## config.mk

```make
export PLATFORM = sky130hd
export DESIGN_NAME = sipo
export DESIGN_NICKNAME = d
export VERILOG_FILES = /design/src/rtl/sipo.sv
export SDC_FILE = /design/constraint.sdc
export NUM_CORES = 1
export LEC_CHECK = 0
export ABC_CLOCK_PERIOD_IN_PS = 2900
export BUFFER_PORTS_ARGS = -buffer_cell sky130_fd_sc_hd__buf_4
export CAP_MARGIN = 20
export CORE_AREA = 2 2 176 178
export CTS_CLUSTER_DIAMETER = 100
export DETAILED_ROUTE_END_ITERATION = 8
export DIE_AREA = 0 0 178 180
export GPL_TIMING_DRIVEN = 0
export PLACE_DENSITY_LB_ADDON = 0.12
export SYNTH_ARGS = -nofsm -noshare
export SYNTH_HDL_FRONTEND = slang
export SYNTH_SLANG_ARGS = --single-unit
```

## constraint.sdc

```tcl
create_clock -name clk -period 2.9 [get_ports clk]
set_clock_uncertainty 0.05 [all_clocks]
set_input_delay 0.29 -clock clk [delete_from_list [all_inputs] [get_ports clk]]
set_output_delay 0.29 -clock clk [all_outputs]
set_load 0.05 [all_outputs]
```

## src/rtl/sipo.sv

```systemverilog
// Serial-in, parallel-out word assembler.
// Collects N = OUTPUT_SIZE/INPUT_SIZE serial words MSB-first into one parallel
// word and hands it to a downstream FIFO write port. One completed group can
// wait in the output register while the next group is being accumulated, so
// only the last word of a group ever has to stall on a full FIFO.
module sipo #(
    parameter int INPUT_SIZE  = 64,
    parameter int OUTPUT_SIZE = 256
) (
    input  logic                   clk,
    input  logic                   rst,
    input  logic                   ce,
    input  logic [INPUT_SIZE-1:0]  i_serial,
    input  logic                   i_valid,
    output logic                   i_ready,
    output logic [OUTPUT_SIZE-1:0] o_parallel,
    input  logic                   fifo_full,
    output logic                   fifo_we,
    output logic                   o_overflow
);

    localparam int N      = OUTPUT_SIZE / INPUT_SIZE;
    localparam int ACC_W  = OUTPUT_SIZE - INPUT_SIZE;
    localparam int CNT_W  = (N > 2) ? $clog2(N) : 1;
    localparam logic [CNT_W-1:0] CNT_LAST = CNT_W'(N - 1);
    localparam logic [CNT_W-1:0] CNT_ZERO = CNT_W'(0);
    localparam logic [CNT_W-1:0] CNT_ONE  = CNT_W'(1);

    // Architectural state
    logic [CNT_W-1:0]       cnt_q, cnt_d;
    logic [ACC_W-1:0]       acc_q, acc_d;
    logic [OUTPUT_SIZE-1:0] out_q, out_d;
    logic                   pend_q, pend_d;
    logic                   ovf_q, ovf_d;

    // Combinational helpers
    logic                   fifo_we_s;
    logic                   last_s;
    logic                   stall_s;
    logic                   i_ready_s;
    logic                   accept_s;
    logic [OUTPUT_SIZE-1:0] shift_s;

    // The new word always enters at the bottom; older words move up, so the
    // first word of a group ends up in the most significant slot.
    assign shift_s   = {acc_q, i_serial};

    assign last_s    = (cnt_q == CNT_LAST);
    assign fifo_we_s = pend_q & ~fifo_full & ce;
    // Only the completing word stalls, and only if the waiting group cannot
    // leave on this same edge. Held low while reset is asserted.
    assign stall_s   = last_s & pend_q & ~fifo_we_s;
    assign i_ready_s = rst & ce & ~stall_s;
    assign accept_s  = i_valid & i_ready_s;

    assign i_ready    = i_ready_s;
    assign fifo_we    = fifo_we_s;
    assign o_parallel = out_q;
    assign o_overflow = ovf_q;

    // Next-state: accumulation, group completion, pending handshake, overflow.
    always_comb begin
        cnt_d  = cnt_q;
        acc_d  = acc_q;
        out_d  = out_q;
        pend_d = pend_q;
        ovf_d  = ovf_q;

        if (accept_s) begin
            if (last_s) begin
                out_d = shift_s;
                cnt_d = CNT_ZERO;
            end else begin
                acc_d = shift_s[ACC_W-1:0];
                cnt_d = cnt_q + CNT_ONE;
            end
        end else begin
            cnt_d = cnt_q;
        end

        // A completion on the same edge as a write replaces the group that is
        // leaving, so pending stays set.
        if (accept_s && last_s) begin
            pend_d = 1'b1;
        end else if (fifo_we_s) begin
            pend_d = 1'b0;
        end else begin
            pend_d = pend_q;
        end

        if (ce && i_valid && !i_ready_s) begin
            ovf_d = 1'b1;
        end else begin
            ovf_d = ovf_q;
        end
    end

    // State registers with asynchronous active-low clear.
    always_ff @(posedge clk or negedge rst) begin
        if (!rst) begin
            cnt_q  <= CNT_ZERO;
            acc_q  <= {ACC_W{1'b0}};
            out_q  <= {OUTPUT_SIZE{1'b0}};
            pend_q <= 1'b0;
            ovf_q  <= 1'b0;
        end else begin
            cnt_q  <= cnt_d;
            acc_q  <= acc_d;
            out_q  <= out_d;
            pend_q <= pend_d;
            ovf_q  <= ovf_d;
        end
    end

endmodule

```

==> results of run 1 <==
## where the power goes
group	internal (mW)	switching, mW
clock network	3.85	2.40
logic	5.53	8.20
registers	9.25	1.99
## area by class of cell
class | instances | share of cell area
Sequential cell | 452 | 0.480
Multi-Input combinational cell | 462 | 0.255
Timing Repair Buffer | 413 | 0.150
Clock buffer | 67 | 0.0590
Buffer | 50 | 0.0255
Tap cell | 396 | 0.0210
Clock inverter | 16 | 0.0100
Inverter | 2 | 0.000318
## worst max-delay path, delay by kind of cell
| kind | cells | cell delay (ns) |
|---|---|---|
| simple gates | 2 | 0.26 |
| mux | 1 | 0.38 |
| buf+inv | 7 | 2.17 |
## repair_timing
action,4_1_cts,5_1_grt
buffers inserted,0,0
cloned,1,1
endpoints found under the hold margin,247,172
hold buffers,67,14
resized for setup,1,1
pin swaps,0,0
setup endpoints to repair,412,100
## registers in the layout, indices dropped and copies added, names as in the netlist
name,flops
acc_q,192
o_overflow,1
cnt_q,2
pend_q,1
o_parallel,256
## worst max-delay path by stage
stage                     cells past startpoint                     to
final                                        10  acc_q[45]$_DFFE_PN0P_
after global routing                         10  acc_q[24]$_DFFE_PN0P_
after CTS                                     8   acc_q[3]$_DFFE_PN0P_
after detailed placement                      8  acc_q[58]$_DFFE_PN0P_
after global placement                        6  acc_q[19]$_DFFE_PN0P_
after floorplan                               1                fifo_we
## per-layer routing
layer | up-vias | part of all wire
met5 | - | 0
met4 | 0 | 0.026
met3 | 65 | 0.061
met2 | 273 | 0.49
met1 | 5090 | 0.43
li1 | 4339 | -
## layout by cell type, fill, tap and decap left out, types with 2 or more instances in the layout
cell / synthesis / final
clkbuf_16: 0 / 48
buf_16: 0 / 10
nand3_1: 2 / 2
mux2_4: 229 / 229
clkbuf_1: 1 / 7
buf_2: 22 / 22
clkbuf_8: 0 / 14
bufinv_16: 0 / 6
buf_12: 20 / 21
buf_8: 2 / 2
buf_6: 5 / 5
buf_4: 0 / 326
nand2_1: 2 / 2
clkinv_2: 0 / 8
inv_1: 2 / 2
dlygate4sd3_1: 0 / 74
mux2_2: 220 / 220
dfrtp_1: 452 / 452
## kinds of logic (layout without fill, tap and decap cells)
logic type / after synthesis / after routing
and+or+nand+nor: 8 / 8
buffers and inverters: 52 / 548
muxes: 450 / 450
DFF: 452 / 452
AOI/OAI and AO/OA: 3 / 3
adders and majority gates: 1 / 1
==> metrics.yaml, run 1 <==
status:
  status: "finished, final reports clean"
setup_path:
  endpoint_kind: "register"
  crit_arrival_ns: 3.11
  crit_required_ns: 3.26
  rr_endpoint: "acc_q[45]$_DFFE_PN0P_"
  startpoint: "rst"
  cp_slowest_cell: "dlygate4sd3_1"
  r2r_start: "cnt_q[0]$_DFFE_PN0P_"
  start_kind: "input pin"
  cpMostUsedCell: "buf_16"
  critPathMaxStageDelay_ns: 0.60
  worstRegToRegCells: 6
  path_max_fanout: 10
  crit_chain: "dlygate4sd3_1 -> buf_16 -> buf_16 -> buf_16 -> buf_16 -> nand3_1 -> nand2b_1 -> clkbuf_1 -> buf_2 -> mux2_2"
  ff2ff_setup_slack_ns: 0.64
  criticalPathCategory: "in -> reg"
floorplan:
  core_um2: 30200
  rows: 64
  initial_core_util: 0.594
  die_area_um2: 32000
  ios: 328
  die-width_um: 178
  die_h_um: 180
synthesis:
  synth.top_cell.area_share: 0.631
  synthesis.area_um2: 17900
  synth-seq-cells: 452
  postSynth.asyncResetShare: 1.00
  synth_top_area_cell: "dfrtp_1"
  synth_seq_area_share: 0.631
  synth_cell_type_count: 20
  netlist_instances: 966
  yosys.area_share.simple: 0.00244
  synth-compound-area-share: 0.00119
  yosysMostFrequentCell: "dfrtp_1"
  synth_edf_count: 0
  synth_mux_area_frac: 0.331
  syn_avg_cell_area_um2: 18.6
  synthTopCellsByCount: "dfrtp_1 (452), mux2_4 (229), mux2_2 (220)"
  synth_xor_area_frac: 0
  synth_fa_ha_area_frac: 0.000698
  synth_top_family_by_area: "multiplexers"
  synthFlopType: "dfrtp_1"
  synth.net_count: 1036
  ys_top_cells_by_area: "dfrtp_1 (63%), mux2_4 (19%), mux2_2 (14%)"
  ys_warn_count: 0
sta:
  fmax_mhz: 365
  finalSetupViolCount: 0
  finalHoldViolCount: 0
  holdWs_ns: 0.0917
  worstMarginPinSlew_ns: 0.749
  finalWorstSetupSlack_ns: 0.157
  fin_crit_ns: 2.74
  relSlewSlack: 0.501
  tns_ns: 0
  post-route-period-util: 0.946
  drv_slew: 0
  rsz0062_at_grt: "no"
job:
  cap_violations: 0
route:
  vias_per_cell: 5.26
  drtIter0Drc: 456
  postRouteAntennaNets: 0
  wl_per_cell_um: 21.2
  totalWireLength_um: 39400
  dr.pass1.iters: 6
  vias: 9767
  drcViolationCount: 0
worst_hold_path:
  whs_path_depth: 4
  hold_start: "ce"
  min_path_type: "in -> reg"
  holdPathEnd: "pend_q$_DFFE_PN0P_"
clocking:
  cts_tree: "done"
  path_clk_slew_ns: 0.06
  clock_latency_ns: 0.54
  cts-htree-levels: 2
  cts.sinks: 452
  max-clock-path-buffers: 3
  numCtsBuffers: 45
  cts_root_buffer: "clkbuf_16"
final_layout:
  ff_latch_area_um2: 11300
  stdcell_area_um2: 23600
  multi_input_area_um2: 6000
  fillers: 1683
  final_cells: 1858
  drive_gt1_frac: 0.625
  diodes: 0
  area_delta_synth_final_pct: 31.6
  nets: 1496
  final_util: 0.781
global_routing:
  met3_usage: 0.0565
  top_usage_layer: "met2"
  grt_overflow_total: 0
  grt_pass1_wl_um: 60900
  grt_max_degree: 121
  antenna_found_initial: 0
  gr-usage-met2: 0.404
  grt_usage: 0.246
  use_met1: 0.329
  grt_pass1_vias: 10600
place:
  place_congestion: 0.759
  place_inst: 1692
  place_area_um2: 21000
  numPortBuffers: 327
  dp_hpwl_um: 25000
  place_ws_ns: -0.862
power:
  pwr_density_cell_nw_per_um2: 1320
  total_power_mw: 31.2
  ir_worst_vdd_mv: 0.954
  p_leak_nw: 12.1
No activity file was read; power rests on OpenSTA's default activity.
==> run 2: changes to the inputs <==
--- a/config.mk
+++ b/config.mk
@@ -13,7 +13,7 @@
 export DETAILED_ROUTE_END_ITERATION = 8
 export DIE_AREA = 0 0 178 180
 export GPL_TIMING_DRIVEN = 0
-export PLACE_DENSITY_LB_ADDON = 0.12
+export PLACE_DENSITY_LB_ADDON = 0.2
 export SYNTH_ARGS = -nofsm -noshare
 export SYNTH_HDL_FRONTEND = slang
 export SYNTH_SLANG_ARGS = --single-unit
==> run 2 against run 1 <==
  * The flow now finishes with violations (hold timing)
  * Utilization decreased by 1.3 points
  * Critical path depth decreased by 3
  * Clock power decreased by 3%
  * Global-route usage about the same
  * Maximum frequency increased by 4.7%
  * Register-to-register slack got worse by 0.10 ns
  * First-iteration DRC count decreased by 4.8%
  * Via count decreased by 0.88%
  * Sequential share of layout area increased by 0.84 points
  * Cell count decreased by 1.3%
  * Hold slack got worse by 0.39 ns
  * Critical path type unchanged
  * Critical endpoint is now acc_q[2]$_DFFE_PN0P_
  * Largest power group unchanged
==> metrics.yaml, run 2 (synthesized netlist as in run 1, its figures left out) <==
status:
  status: "finished, violations left"  # was finished, final reports clean
  violations: "hold timing"
route:
  totalWireLength_um: 38500  # was 39400 µm
  vias_per_cell: 5.28  # was 5.26
  drtIter0Drc: 434  # was 456
  dr.pass1.iters: 4  # was 6
  postRouteAntennaNets: 0  # unchanged
  drcViolationCount: 0  # unchanged
  wl_per_cell_um: 21.0  # was 21.2 µm
  vias: 9681  # was 9767
power:
  pwr_density_cell_nw_per_um2: 1340  # was 1320 nW/µm²
  p_leak_nw: 11.9  # was 12.1 nW
  total_power_mw: 31.0  # was 31.2 mW
  ir_worst_vdd_mv: 0.877  # was 0.954 mV
clocking:
  cts_root_buffer: "clkbuf_16"  # unchanged
  numCtsBuffers: 45  # unchanged
  max-clock-path-buffers: 3  # unchanged
  cts_tree: "done"  # unchanged
  cts.sinks: 452  # unchanged
  cts_resized: 0  # was 1
  ctsHoldBuffers: 67  # unchanged
  clock_latency_ns: 0.54  # about the same
  cts-htree-levels: 2  # unchanged
  path_clk_slew_ns: 0.06  # about the same
global_routing:
  grt_overflow_total: 0  # unchanged
  grt_pass1_wl_um: 61100  # was 60900 µm
  antenna_found_initial: 0  # unchanged
  grt_usage: 0.246  # about the same
  grt_max_degree: 125  # was 121
  grt_pass1_vias: 10600  # about the same
sta:
  worstMarginPinSlew_ns: 0.762  # was 0.749 ns
  rsz0062_at_grt: "no"  # unchanged
  post-route-period-util: 0.903  # was 0.946
  finalHoldViolCount: 87  # was 0
  fmax_mhz: 382  # was 365 MHz
  finalWorstSetupSlack_ns: 0.280  # was 0.157 ns
  fin_crit_ns: 2.62  # was 2.74 ns
  holdWs_ns: -0.296  # was 0.0917 ns
  drv_slew: 0  # unchanged
  finalSetupViolCount: 0  # unchanged
  relSlewSlack: 0.492  # was 0.501
setup_path:
  endpoint_kind: "register"  # unchanged
  crit_arrival_ns: 2.98  # was 3.11 ns
  crit_required_ns: 3.26  # about the same
  r2r_start: "cnt_q[0]$_DFFE_PN0P_"  # unchanged
  criticalPathCategory: "in -> reg"  # unchanged
  path_max_fanout: 124  # was 10
  start_kind: "input pin"  # unchanged
  startpoint: "rst"  # unchanged
place:
  dp_hpwl_um: 25300  # was 25000 µm
  numPortBuffers: 327  # unchanged
  place_congestion: 0.750  # was 0.759
  place_ws_ns: -0.312  # was -0.862 ns
  place_inst: 1692  # unchanged
worst_hold_path:
  min_path_type: "in -> async"  # was in -> reg
floorplan:
  die_area_um2: 32000  # unchanged
  die_h_um: 180  # unchanged
  die-width_um: 178  # unchanged
  core_um2: 30200  # unchanged
  ios: 328  # unchanged
  rows: 64  # unchanged
  initial_core_util: 0.594  # unchanged
final_layout:
  multi_input_area_um2: 6000  # unchanged
  layout_commonest_cell: "dfrtp_1"  # unchanged
  fillers: 1737  # was 1683
  largest_reg_flops: 256  # unchanged
  diodes: 0  # unchanged
  mostFrequentLayoutCells: "dfrtp_1 (452), buf_4 (326), mux2_4 (229)"  # unchanged
  nets: 1480  # was 1496
  final_util: 0.768  # was 0.781
  area_delta_synth_final_pct: 29.3  # was 31.6%
  drive_gt1_frac: 0.623  # was 0.625
  final_cells: 1834  # was 1858
  ff_latch_area_um2: 11300  # unchanged
job:
  cap_violations: 0  # unchanged
-- run 2: cell types whose count changed in the layout (fill, tap and decap cells not counted), sizes merged --
cell / delta
bufbuf: -1
clkinv: -2
clkinvlp: -1
dlygate4sd3: -7
buf: -7
bufinv: +1
clkbuf: -7
-- run 2: path summary, 6_finish.rpt --
check                                                    to  slack, ns  cells after the start
worst max-delay path                   acc_q[2]$_DFFE_PN0P_       0.28                      7
worst min-delay path                  acc_q[18]$_DFFE_PN0P_      -0.30                      1
worst max register to register         acc_q[2]$_DFFE_PN0P_       0.54                      6
worst min register to register  o_parallel[219]$_DFFE_PN0P_       0.44                      1
max in group asynchronous       o_parallel[244]$_DFFE_PN0P_       1.55                      3
min in group clk                         pend_q$_DFFE_PN0P_       0.11                      4
-- run 2: final cells by class --
type | instances | area share
Clock buffer | 61 | 0.0560
Multi-Input combinational cell | 462 | 0.259
Inverter | 2 | 0.000324
Buffer | 50 | 0.0259
Sequential cell | 452 | 0.488
Clock inverter | 14 | 0.0107
Timing Repair Buffer | 397 | 0.139
Tap cell | 396 | 0.0214
-- run 2: repair_timing --
action | 4_1_cts | 5_1_grt
endpoints found under the setup margin | 0 | 0
setup buffers | 0 | 0
endpoints found under the hold margin | 217 | 87
-- run 2: report_power, final --
group,internal [mW],switching [mW],leakage (nW)
Combinational,5.49,8.19,5.51
Sequential,9.25,1.97,5.62
Clock,3.74,2.33,0.765
-- run 2: per-stage QoR --
stage	TNS (ns)	hold WS, ns	instance area, µm²
6_report	0	-0.296	23200
5_1_grt	0	-0.241	23200
4_1_cts	0	-0.261	23200
3_5_place_dp	-58.63	0.301	21000
3_3_place_gp	-2979.73	0.415	20900
2_1_floorplan	0	-0.0556	17900
-- run 2: worst max-delay path: stages --
cell	delay [ns]
buf_8	0.48
buf_16	0.45
nand3_1	0.25
nand2b_1	0.26
clkbuf_1	0.37
buf_2	0.36
mux2_2	0.32
-- run 2: per-layer routing --
layer	track usage	vias up	routed length, µm
li1	-	4301	-
met4	0.0757	0	1130
met1	0.325	5054	16100
met2	0.407	253	19000
met5	0	-	0
met3	0.0567	73	2220
